## config.mk

```make
export PLATFORM = sky130hd
export DESIGN_NAME = terrain_column_renderer
export DESIGN_NICKNAME = d
export VERILOG_FILES = /design/src/rtl/terrain_column_renderer.sv
export SDC_FILE = /design/constraint.sdc
export NUM_CORES = 1
export LEC_CHECK = 0
export ABC_AREA = 1
export BUFFER_PORTS_ARGS = -buffer_cell sky130_fd_sc_hd__buf_2
export CORE_AREA = 10 10 88 90
export CTS_CLUSTER_SIZE = 25
export DETAILED_ROUTE_END_ITERATION = 8
export DIE_AREA = 0 0 98 100
export GPL_ROUTABILITY_DRIVEN = 1
export PLACE_DENSITY_LB_ADDON = 0.2
export SKIP_CTS_REPAIR_TIMING = 1
export SLEW_MARGIN = 40
export SYNTH_ARGS = -nofsm -noshare
export SYNTH_HDL_FRONTEND = slang
export SYNTH_SLANG_ARGS = --single-unit
```

## constraint.sdc

```tcl
create_clock -name clock -period 3.8 [get_ports clock]
set_input_delay 0.19 -clock clock [delete_from_list [all_inputs] [get_ports clock]]
set_output_delay 0.19 -clock clock [all_outputs]
set_load 0.01 [all_outputs]
```

## src/rtl/terrain_column_renderer.sv

```systemverilog
// terrain_column_renderer: walks the screen-height RAM each frame and streams column-major sky/ground pixels.
// Optional build macro RENDER_SURFACE_EN marks the top ground pixel of each column with SURF_COL.
module terrain_column_renderer #(
    parameter int          SCR_W    = 160,
    parameter int          SCR_H    = 120,
    parameter logic [2:0]  SKY_COL  = 3'b001,
    parameter logic [2:0]  GND_COL  = 3'b010,
    parameter logic [2:0]  SURF_COL = 3'b111
) (
    input  logic        clock,
    input  logic        reset,
    input  logic        start,
    output logic [9:0]  ram_addr,
    input  logic [8:0]  ram_q,
    output logic [7:0]  x,
    output logic [6:0]  y,
    output logic [2:0]  colour,
    output logic        plot,
    output logic        busy,
    output logic        done
);
    typedef enum logic [2:0] {IDLE, FETCH, LATCH, DRAW, FINISH} state_t;

    state_t      state_q, state_d;
    logic [7:0]  col_q, col_d;
    logic [6:0]  row_q, row_d;
    logic [8:0]  h_q, h_d;
    logic [9:0]  ram_addr_q, ram_addr_d;
    logic [7:0]  x_q, x_d;
    logic [6:0]  y_q, y_d;
    logic [2:0]  colour_q, colour_d;
    logic        plot_q, plot_d;
    logic        busy_q, busy_d;
    logic        done_q, done_d;
    logic [8:0]  thresh;
    logic        ground;
    logic        surface;
    logic [2:0]  pix_col;

    always_comb begin
        // h is saturated to SCR_H, so the threshold never wraps
        thresh = 9'(SCR_H) - h_q;
        ground = {2'b00, row_q} >= thresh;
`ifdef RENDER_SURFACE_EN
        surface = ({2'b00, row_q} == thresh) && (h_q != 9'd0);
`else
        surface = 1'b0;
`endif
        pix_col = surface ? SURF_COL : (ground ? GND_COL : SKY_COL);
        state_d    = state_q;
        col_d      = col_q;
        row_d      = row_q;
        h_d        = h_q;
        ram_addr_d = ram_addr_q;
        x_d        = x_q;
        y_d        = y_q;
        colour_d   = colour_q;
        plot_d     = plot_q;
        busy_d     = busy_q;
        done_d     = 1'b0;
        case (state_q)
            IDLE: begin
                plot_d = 1'b0;
                busy_d = 1'b0;
                if (start) begin
                    col_d      = 8'd0;
                    ram_addr_d = 10'd0;
                    busy_d     = 1'b1;
                    state_d    = FETCH;
                end
            end
            FETCH: begin
                plot_d  = 1'b0;
                state_d = LATCH;
            end
            LATCH: begin
                h_d     = (ram_q >= 9'(SCR_H)) ? 9'(SCR_H) : ram_q;
                row_d   = 7'd0;
                y_d     = 7'd0;
                state_d = DRAW;
            end
            DRAW: begin
                plot_d   = 1'b1;
                x_d      = col_q;
                y_d      = row_q;
                colour_d = pix_col;
                if (row_q == 7'(SCR_H - 1)) begin
                    if (col_q == 8'(SCR_W - 1)) begin
                        state_d = FINISH;
                    end else begin
                        col_d      = col_q + 8'd1;
                        ram_addr_d = {2'b00, col_q + 8'd1};
                        state_d    = FETCH;
                    end
                end else begin
                    row_d = row_q + 7'd1;
                end
            end
            FINISH: begin
                plot_d  = 1'b0;
                done_d  = 1'b1;
                busy_d  = 1'b0;
                state_d = IDLE;
            end
            default: state_d = IDLE;
        endcase
    end

    always_ff @(posedge clock) begin
        if (!reset) begin
            state_q    <= IDLE;
            col_q      <= 8'd0;
            row_q      <= 7'd0;
            h_q        <= 9'd0;
            ram_addr_q <= 10'd0;
            x_q        <= 8'd0;
            y_q        <= 7'd0;
            colour_q   <= 3'd0;
            plot_q     <= 1'b0;
            busy_q     <= 1'b0;
            done_q     <= 1'b0;
        end else begin
            state_q    <= state_d;
            col_q      <= col_d;
            row_q      <= row_d;
            h_q        <= h_d;
            ram_addr_q <= ram_addr_d;
            x_q        <= x_d;
            y_q        <= y_d;
            colour_q   <= colour_d;
            plot_q     <= plot_d;
            busy_q     <= busy_d;
            done_q     <= done_d;
        end
    end

    assign ram_addr = ram_addr_q;
    assign x        = x_q;
    assign y        = y_q;
    assign colour   = colour_q;
    assign plot     = plot_q;
    assign busy     = busy_q;
    assign done     = done_q;
endmodule

```

==> results of run 1 <==
worst register-to-register path: cells and delay by family (launching register included):
family	cells	cell delay (ns)
AO/OA/AOI/OAI	3	0.44
flip-flops	1	0.35
adder cells (fa/ha/maj)	2	0.52
buffers and inverters	2	0.11
AND/OR/NAND/NOR	6	0.60
state kept, by name, indices dropped and copies added (netlist names):
signal and cells:
done 1, x 8, plot 1, row_q 7
h_q 9, busy 1, colour 2, state_q 3
y 7, ram_addr 8
cells in the final DEF (no fill, tap or decap), types with 2 or more instances in the layout:
cell type / count
a211oi_1: 2
a21oi_1: 27
a21oi_2: 5
buf_2: 39
clkbuf_8: 5
conb_1: 3
dfxtp_1: 47
ha_1: 10
inv_1: 28
inv_2: 7
nand2_1: 80
nand2_2: 5
nand3_1: 19
nand4_1: 5
nor2_1: 40
nor3_1: 9
o21ai_0: 15
o21ai_1: 4
xnor2_1: 2
xor2_1: 4
area by class of cell:
cell class	count	area, sq um	share of cell area (%)
clock buffer	5	68.82	2.536
clock inverter	3	43.79	1.614
inverter	36	135.1	4.979
multi-input combinational	240	1226	45.18
sequential	47	940.9	34.67
tap	77	96.34	3.550
timing repair buffer	40	202.7	7.469
per-stage QoR:
step / cell area (sq um) / power (mW)
after floorplan: 2359 / 0.6735
after global placement: 2601 / 0.7125
after detailed placement: 2601 / 0.7134
after CTS: 2714 / 1.085
after global routing: 2714 / 1.129
final: 2714 / 1.074
cells by family after synthesis:
| family | after synthesis | synth area share [%] |
|---|---|---|
| buffers and inverters | 46 | 8.142 |
| AND/OR/NAND/NOR | 165 | 30.87 |
| other | 1 | 0.1595 |
| flip-flops | 47 | 40.02 |
| AO/OA/AOI/OAI | 56 | 13.25 |
| XOR/XNOR | 6 | 2.235 |
| adder cells (fa/ha/maj) | 10 | 5.322 |
power by group:
part           switching [mW]  internal (mW)
sequential             0.0164          0.513
combinational           0.118         0.0523
clock                   0.178          0.196
routing by layer:
layer | track usage, % | wire length, microns | up-vias
li1 | - | - | 1143
met1 | 13.44 | 2603 | 974
met2 | 17.66 | 2491 | 65
met3 | 4.464 | 446 | 6
met4 | 3.020 | 48 | 0
met5 | 0 | 0 | -
worst paths after layout:
check,startpoint,end,slack (ns)
setup / recovery,h_q[0],colour[0],1.72
hold / removal,ram_q[1],h_q[1],0.09
setup reg to reg,h_q[0],colour[0],1.72
hold reg to reg,h_q[8],h_q[8],0.47
==> metrics.cfg, run 1 <==
[status]
outcome = finished, final reports clean

[sta]
finalCriticalPeriod_ns = 2.078
post-route-period-util_pct = 54.70
drv_slew = 0
finalSetupViolCount = 0
fin_tns_setup_ns = 0
layout_setup_ws_ns = 1.722
hold_ws_ns = 0.09413
max_freq_mhz = 481.1
rsz0062_at_grt = false
fin_skew_ns = 0.01003
hold_viol_final = 0

[placed_design]
place_hpwl_microns = 4216
dpl.cell_count = 440
dp_slack_ns = 1.725
portBuffers = 39
routabilityCongestion = 0.7972

[synth]
synth_edf_count = 0
ys.flop_type = dfxtp_1
synth_top_area_cell = dfxtp_1
synth_cell_types = 33
synth.area.top_cells = dfxtp_1 (40%), nand2_1 (13%), nor2_1 (6.4%), a21oi_1 (5.7%), ha_1 (5.3%)
yosysMostFrequentCell = nand2_1
syn-cell-area_sq_um = 2351
syn_inst = 331
yosysSeqAreaShare_pct = 40.02
ys_top_cells_by_count = nand2_1 (80), dfxtp_1 (47), nor2_1 (40), inv_1 (28), a21oi_1 (27)
synthDominantCellAreaShare_pct = 40.02
ys_seq_elements = 47
async_flop_share_pct = 0
synth_area_per_cell_sq_um = 7.103
synth_warnings = 0

[pwr]
irDropWorstVdd_uv = 205.4
powerDensity_nw_per_um2 = 395.7
p_leak_nw = 1.221

[die]
num_rows = 29
die_w_microns = 98
core_area_sq_um = 6132
start_util_pct = 38.34
io_pins = 43
die_area_sq_um = 9800
die_h_microns = 100

[worst_setup_path]
cp-start-kind = flop
cp_data_arrival_time_ns = 2.32
crit_cells = 13
critPathMaxFanout = 3
crit_chain = inv_1, ha_1, a21oi_1, nand2_1, and2_1, ha_1, nand2_1, inv_1, a21oi_1, nand3_1, nand3_1, nand2_1, a21oi_1
cp_slowest_cell = dfxtp_1
end_kind = flop
crit_path_max_incr_delay_ns = 0.35
critPathRequiredTime_ns = 4.04
reg2reg_depth = 13
critical_path_buf_inv_count = 2
path_delay_family = simple AND/OR/NAND/NOR gates
worstSetupPathType = reg2reg

[global_route]
gr-usage-all-layers_pct = 11.06
grt_pass1_wl_microns = 9232
grt_pass1_vias = 1978
antenna_found_initial = 0
grt_max_degree = 28
gr-total-overflow = 0

[detailed_routing]
drt_first_pass_iters = 4
drt_iter0_drc = 134
viasPerCell = 4.884
totalWireLength_microns = 5589
detail-route-antenna-nets = 0
drc = 0
vias = 2188
wl_per_cell_microns = 12.48

[finish]
post-route-util_pct = 44.26
antenna_cells = 0
fin_nets = 392
syn2layout_area_growth_pct = 15.43
drive_above_1_share_pct = 19.14
stdcell_count = 448
fillerInstances = 634

[clock_network]
cts_root_buffer = clkbuf_8
cts_buffers = 5
cts_max_path_buffers = 2
cts.sinks = 47
cts.clk_slew.worst_paths_ns = 0.10
cts_max_level = 2
cts_tree = done
clk_latency_ns = 0.31

[worst_hold_path]
whs_path_depth = 3
hold_class = in2reg

[job]
cap_violations = 0

(Power assumes the default switching activity.)
==> run 2: changes to the inputs <==
ABC_AREA = 0   (was 1)
clock period = 1.9 ns   (was 3.8 ns; I/O delays follow)
==> run 2 against run 1 <==
Against the previous run:
- sequential power rose by 94%
- first-iteration DRC count fell by 25%
- synthesized area fell by 1.6%
- cell area rose by 8.3%
- via count fell by 4.6%
- worst hold slack got worse by 0.084 ns
- register-to-register slack got worse by 1.7 ns
- clock skew fell by 0.0042 ns
- critical path type unchanged
- largest cell class unchanged
- largest power group unchanged
- highest routed layer unchanged
==> metrics.cfg, run 2 <==
[sta]
finalCriticalPeriod_ns = 1.887  ; -0.1919 ns
layout_setup_ws_ns = 0.01344  ; -1.708 ns
rsz0062_at_grt = true
hold_viol_final = 0  ; unchanged
finalSetupViolCount = 0  ; unchanged
drv_slew = 0  ; unchanged
fin_skew_ns = 0.005842  ; -0.004191 ns
max_freq_mhz = 530.1  ; +10%
relSlewSlack_pct = 62.75
post-route-period-util_pct = 99.29  ; +45 points
tightest_slew_ns = 0.5529

[synth]
syn-cell-area_sq_um = 2312  ; -1.6%
ys_seq_elements = 47  ; unchanged
synth_warnings = 0  ; unchanged
synth_area_per_cell_sq_um = 8.693  ; +22%
synth_top_area_cell = dfxtp_1
ys_top_cells_by_count = dfxtp_1 (47), nand2_1 (35), o21ai_0 (15), a21boi_0 (12), a21oi_1 (12)
synth_edf_count = 0  ; unchanged
async_flop_share_pct = 0  ; unchanged
syn_inst = 266  ; -20%
synth_cell_types = 49  ; +48%
yosysSeqAreaShare_pct = 40.69  ; +0.67 points
synthDominantCellAreaShare_pct = 40.69  ; +0.67 points
ys.flop_type = dfxtp_1
yosysMostFrequentCell = dfxtp_1
synth.area.top_cells = dfxtp_1 (41%), nand2_1 (5.7%), ha_1 (5.4%), a21boi_0 (3.9%), a22oi_1 (3.2%)

[finish]
largest_reg_flops = 9  ; unchanged
final_cell_mix = dfxtp_1 (43), buf_2 (39), nand2_1 (34), buf_4 (33), o21ai_0 (14)
layout_commonest_cell = dfxtp_1
post-route-util_pct = 47.95  ; +3.7 points
largest-register = h_q
antenna_cells = 0  ; unchanged
stdcell_area_sq_um = 2940  ; +8.3%
drive_above_1_share_pct = 30.82  ; +12 points
fin_nets = 354  ; -9.7%
syn2layout_area_growth_pct = 27.16

[detailed_routing]
detail-route-antenna-nets = 0  ; unchanged
drc = 0  ; unchanged
drt_iter0_drc = 100  ; -25%
vias = 2088  ; -4.6%
drt_first_pass_iters = 4  ; unchanged
wl_per_cell_microns = 14.05  ; +13%
totalWireLength_microns = 5734  ; +2.6%
viasPerCell = 5.118  ; +4.8%

[status]
outcome = finished, final reports clean

[job]
cap_violations = 0  ; unchanged

[worst_setup_path]
worstReg2RegStart = h_q[0]
worstSetupPathType = reg2reg
end_kind = flop
crit_path_frequent_cell = nand4_1
crit_path_max_incr_delay_ns = 0.36  ; about the same
cp_data_arrival_time_ns = 2.12  ; -0.20 ns
critPathRequiredTime_ns = 2.14  ; -1.90 ns
crit_chain = inv_2, ha_4, nand2b_4, nand4_1, xnor2_1, ha_1, and4_1, o21ai_1, o221ai_1, nand4_1, nand2_1
cp_slowest_cell = dfxtp_2
critPathMaxFanout = 3  ; unchanged
cp-start-kind = flop
crit_path_start = h_q[0]
path_delay_family = simple AND/OR/NAND/NOR gates
critical_path_buf_inv_count = 1  ; -1

[global_route]
antenna_found_initial = 0  ; unchanged
gr-usage-all-layers_pct = 11.43  ; +0.37 points
grt_max_degree = 27  ; -3.6%
gr-total-overflow = 0  ; unchanged
grt_pass1_vias = 2056  ; +3.9%
grt_pass1_wl_microns = 9549  ; +3.4%

[clock_network]
cts.sinks = 47  ; unchanged
cts_tree = done
clk_latency_ns = 0.29  ; -0.02 ns
cts_max_level = 2  ; unchanged
cts.clk_slew.worst_paths_ns = 0.08  ; -0.02 ns
cts_buffers = 5  ; unchanged
cts_max_path_buffers = 2  ; unchanged
cts_root_buffer = clkbuf_8

[die]
num_rows = 29  ; unchanged
io_pins = 43  ; unchanged
die_area_sq_um = 9800  ; unchanged
core_area_sq_um = 6132  ; unchanged
die_h_microns = 100  ; unchanged
die_w_microns = 98  ; unchanged
start_util_pct = 37.71  ; -0.63 points

[worst_hold_path]
hold_start = ram_q[1]
hold_class = in2reg

[pwr]
seqPwrFrac_pct = 57.5  ; +8.2 points
clkPwrFrac_pct = 31.1  ; -3.7 points
p_leak_nw = 1.244  ; +1.9%
p_int_mw = 1.339  ; +76%
netSwitchingFraction_pct = 24.98  ; -4.1 points
irDropWorstVdd_uv = 327.0  ; +59%
p_sw_mw = 0.4458  ; +43%
comb_power_share_pct = 11.5  ; -4.4 points
powerDensity_nw_per_um2 = 606.9  ; +53%

[placed_design]
routabilityCongestion = 0.7795  ; -2.2%
dp_slack_ns = -0.08118  ; -1.806 ns
place_area_sq_um = 2774  ; +6.6%
place_hpwl_microns = 4276  ; +1.4%
portBuffers = 39  ; unchanged

run 2: changes by cell type in the layout (fill, tap and decap cells not counted), moves of 5 or more:
cell / change
nand2_1: -46
buf_4: +32
nor2_1: -29
inv_1: -22
a21oi_1: -18
a21boi_0: +12
nand3_1: -11
a22oi_1: +10
nor2b_1: +10
nor3_1: -7
inv_2: -5
nand3b_1: +5
o211a_1: +5
run 2: kinds of logic after synthesis:
group,after synthesis,share of synthesized area [%]
compound gates,69,20.29
other cells,1,0.1622
buf+inv,24,4.870
flops,47,40.69
xor+xnor,7,2.652
fa+ha+maj,10,5.411
mux,1,0.4329
simple gates,107,25.49
run 2: tightest hold or removal path, delay by kind of cell:
kind                   cells  cell delay (ns)
AO/OA/AOI/OAI              1             0.06
buffers and inverters      1             0.08
AND/OR/NAND/NOR            1             0.03
run 2: layer usage:
layer / share of wire [%] / wire (microns) / global-route usage [%]
met1: 45 / 2568 / 13.05
met5: 0 / 0 / 0
met4: 1.1 / 62 / 3.691
met3: 4.2 / 240 / 3.365
met2: 50 / 2863 / 20.00
run 2: area by class of cell:
cell class / count / area, sq um
Fill cell: 592 / 3192
Multi-Input combinational cell: 197 / 1333
Sequential cell: 47 / 945.9
Timing Repair Buffer: 73 / 462.9
Tap cell: 77 / 96.34
Clock buffer: 6 / 72.57
Inverter: 8 / 30.03
run 2: power groups by stage:
| stage | clock network (mW) | logic, mW | registers, mW |
|---|---|---|---|
| 2_1_floorplan | 0 | 0.128 | 1.04 |
| 5_1_grt | 0.607 | 0.230 | 1.03 |
| 3_3_place_gp | 0 | 0.198 | 1.05 |
| 3_5_place_dp | 0 | 0.199 | 1.05 |
| 4_1_cts | 0.582 | 0.201 | 1.02 |
| 6_report | 0.554 | 0.205 | 1.03 |
run 2: through the flow:
stage                     instances  TNS (ns)  hold WS, ns  total power [mW]
final                           408         0      0.01024             1.785
after global routing            408   -0.2293     0.008379             1.867
after CTS                       405   -0.2294     0.004148             1.808
after detailed placement        399   -0.1583       0.3080             1.247
after global placement          399  -0.05497       0.3044             1.247
after floorplan                 268         0       0.2036             1.173
run 2: worst paths after layout:
kind                            depth (start not counted)   endpoint  slack, ns
worst max-delay path                                   11  colour[1]       0.01
worst min-delay path                                    3     h_q[1]       0.01
worst max register to register                         11  colour[1]       0.01
worst min register to register                          2  colour[1]       0.45
==> run 3: changes to the inputs <==
CORE_AREA = 10 10 80 82   (was 10 10 88 90)
DIE_AREA = 0 0 90 92   (was 0 0 98 100)
==> run 3 against run 2 <==
Against the previous run:
- sequential power barely moved
- power rose by 12%
- clock skew fell by 0.0014 ns
- sequential cell count did not move
- highest routed layer unchanged
==> metrics.cfg, run 3 (synthesized netlist as in run 2, its figures left out) <==
[status]
outcome = finished, final reports clean

[sta]
max_freq_mhz = 530.7  ; +0.13%
finalSetupViolCount = 0  ; unchanged
post-route-period-util_pct = 99.17  ; -0.12 points
fin_tns_setup_ns = 0  ; unchanged
fin_skew_ns = 0.004398  ; -0.001444 ns
finalCriticalPeriod_ns = 1.884  ; -0.002366 ns
drv_slew = 0  ; unchanged
layout_setup_ws_ns = 0.01580  ; +0.002366 ns
rsz0062_at_grt = true
hold_viol_final = 0  ; unchanged

[finish]
post-route-util_pct = 60.32  ; +12 points
fillerInstances = 449  ; -24%
largest_reg_flops = 9  ; unchanged
seqCellArea_sq_um = 947.2  ; +0.13%
syn2layout_area_growth_pct = 28.14
drive_above_1_share_pct = 32.53  ; +1.7 points
multi_input_area_sq_um = 1338  ; +0.38%
antenna_cells = 0  ; unchanged
layout_commonest_cell = dfxtp_1
fin_nets = 353  ; -0.28%
final_cell_mix = dfxtp_1 (42), buf_2 (39), nand2_1 (34), buf_4 (33), o21ai_0 (14)
largest-register = h_q

[detailed_routing]
drt_iter0_drc = 63  ; -37%
vias = 2130  ; +2.0%
wl_per_cell_microns = 14.50  ; +3.2%
totalWireLength_microns = 5831  ; +1.7%
viasPerCell = 5.299  ; +3.5%
drc = 0  ; unchanged
detail-route-antenna-nets = 0  ; unchanged
drt_first_pass_iters = 4  ; unchanged

[clock_network]
cts_max_level = 2  ; unchanged
clk_latency_ns = 0.30  ; about the same
cts_root_buffer = clkbuf_8
cts_buffers = 5  ; unchanged
cts_tree = done
cts.sinks = 47  ; unchanged
cts_max_path_buffers = 2  ; unchanged
cts.clk_slew.worst_paths_ns = 0.09  ; about the same

[worst_setup_path]
crit_chain = inv_2, ha_4, nand2b_4, nand4_1, xnor2_1, ha_1, and4_1, o21ai_2, o221ai_2, nand4_1, nand2_1
end_kind = flop
cp_slowest_cell = dfxtp_2
crit_path_frequent_cell = nand4_1
worstSetupPathType = reg2reg
cp-start-kind = flop
cp_data_arrival_time_ns = 2.13  ; about the same
critPathRequiredTime_ns = 2.15  ; about the same
crit_path_max_incr_delay_ns = 0.36  ; about the same
critPathMaxFanout = 3  ; unchanged

[die]
io_pins = 43  ; unchanged
die_area_sq_um = 8280  ; -16%
num_rows = 26  ; -10%
die_w_microns = 90  ; -8.2%
die_h_microns = 92  ; -8.0%
start_util_pct = 47.07  ; +9.4 points
core_area_sq_um = 4912  ; -20%

[pwr]
powerDensity_nw_per_um2 = 676.2  ; +11%
p_total_mw = 2.003  ; +12%
p_leak_nw = 1.257  ; +1.1%
irDropWorstVdd_uv = 404.5  ; +24%

[placed_design]
place_hpwl_microns = 4236  ; -0.94%
routabilityCongestion = 0.7877  ; +1.1%
dp_slack_ns = -0.07102  ; +0.01016 ns
portBuffers = 39  ; unchanged

[global_route]
grt_pass1_wl_microns = 9591  ; +0.44%
grt_pass1_vias = 2113  ; +2.8%
antenna_found_initial = 0  ; unchanged
gr-usage-all-layers_pct = 13.50  ; +2.1 points
grt_max_degree = 26  ; -3.7%
gr-total-overflow = 0  ; unchanged

[worst_hold_path]
hold_class = in2reg

[job]
cap_violations = 0  ; unchanged

==> run 3: changes by cell type in the layout (fill, tap and decap cells not counted), sizes merged <==
cell,change
bufinv,+1
buf,-1
clkinv,+1
==> run 3: final timing paths <==
path	start	to	slack, ns	cells past startpoint
setup / recovery	h_q[0]	colour[1]	0.02	11
hold / removal	ram_q[1]	h_q[1]	0.009	3
setup reg to reg	h_q[0]	colour[1]	0.02	11
hold reg to reg	h_q[8]	h_q[8]	0.46	2
==> run 3: final cells by class <==
class	count	share of cell area [%]
clock buffer	6	2.787
clock inverter	2	1.182
inverter	8	1.014
multi-input combinational	197	45.14
sequential	47	31.97
tap	70	2.956
timing repair buffer	72	14.95
==> run 3: metal layers <==
layer  part of all wire [%]  track usage (%)
met4                    1.3            4.111
met5                      0                0
met2                     50            24.09
met3                    4.4            3.830
met1                     45            15.28
==> run 3: critical path, delay by kind of cell, from the launching register on <==
| family | cells | cell delay [ns] |
|---|---|---|
| and+or+nand+nor | 5 | 0.52 |
| adders and majority gates | 2 | 0.45 |
| DFF | 1 | 0.36 |
| AOI/OAI and AO/OA | 2 | 0.25 |
| xor gates and xnor gates | 1 | 0.16 |
| buffers and inverters | 1 | 0.06 |
==> run 3: where the power goes <==
part           leakage [nW]  internal (mW)  switching [mW]  total (mW)
clock                0.0612          0.426           0.342       0.768
combinational         0.813         0.0904           0.121       0.211
sequential            0.383           1.00          0.0201        1.02
total                  1.26           1.52           0.483        2.00
==> run 3: stage by stage <==
stage	instance area (sq um)	std cells	hold WS, ns
3_5_place_dp	2753	392	0.3160
4_1_cts	2870	400	-0.003738
6_report	2963	402	0.008559
3_3_place_gp	2753	392	0.3083
5_1_grt	2963	402	0.005073
2_1_floorplan	2320	268	0.2036
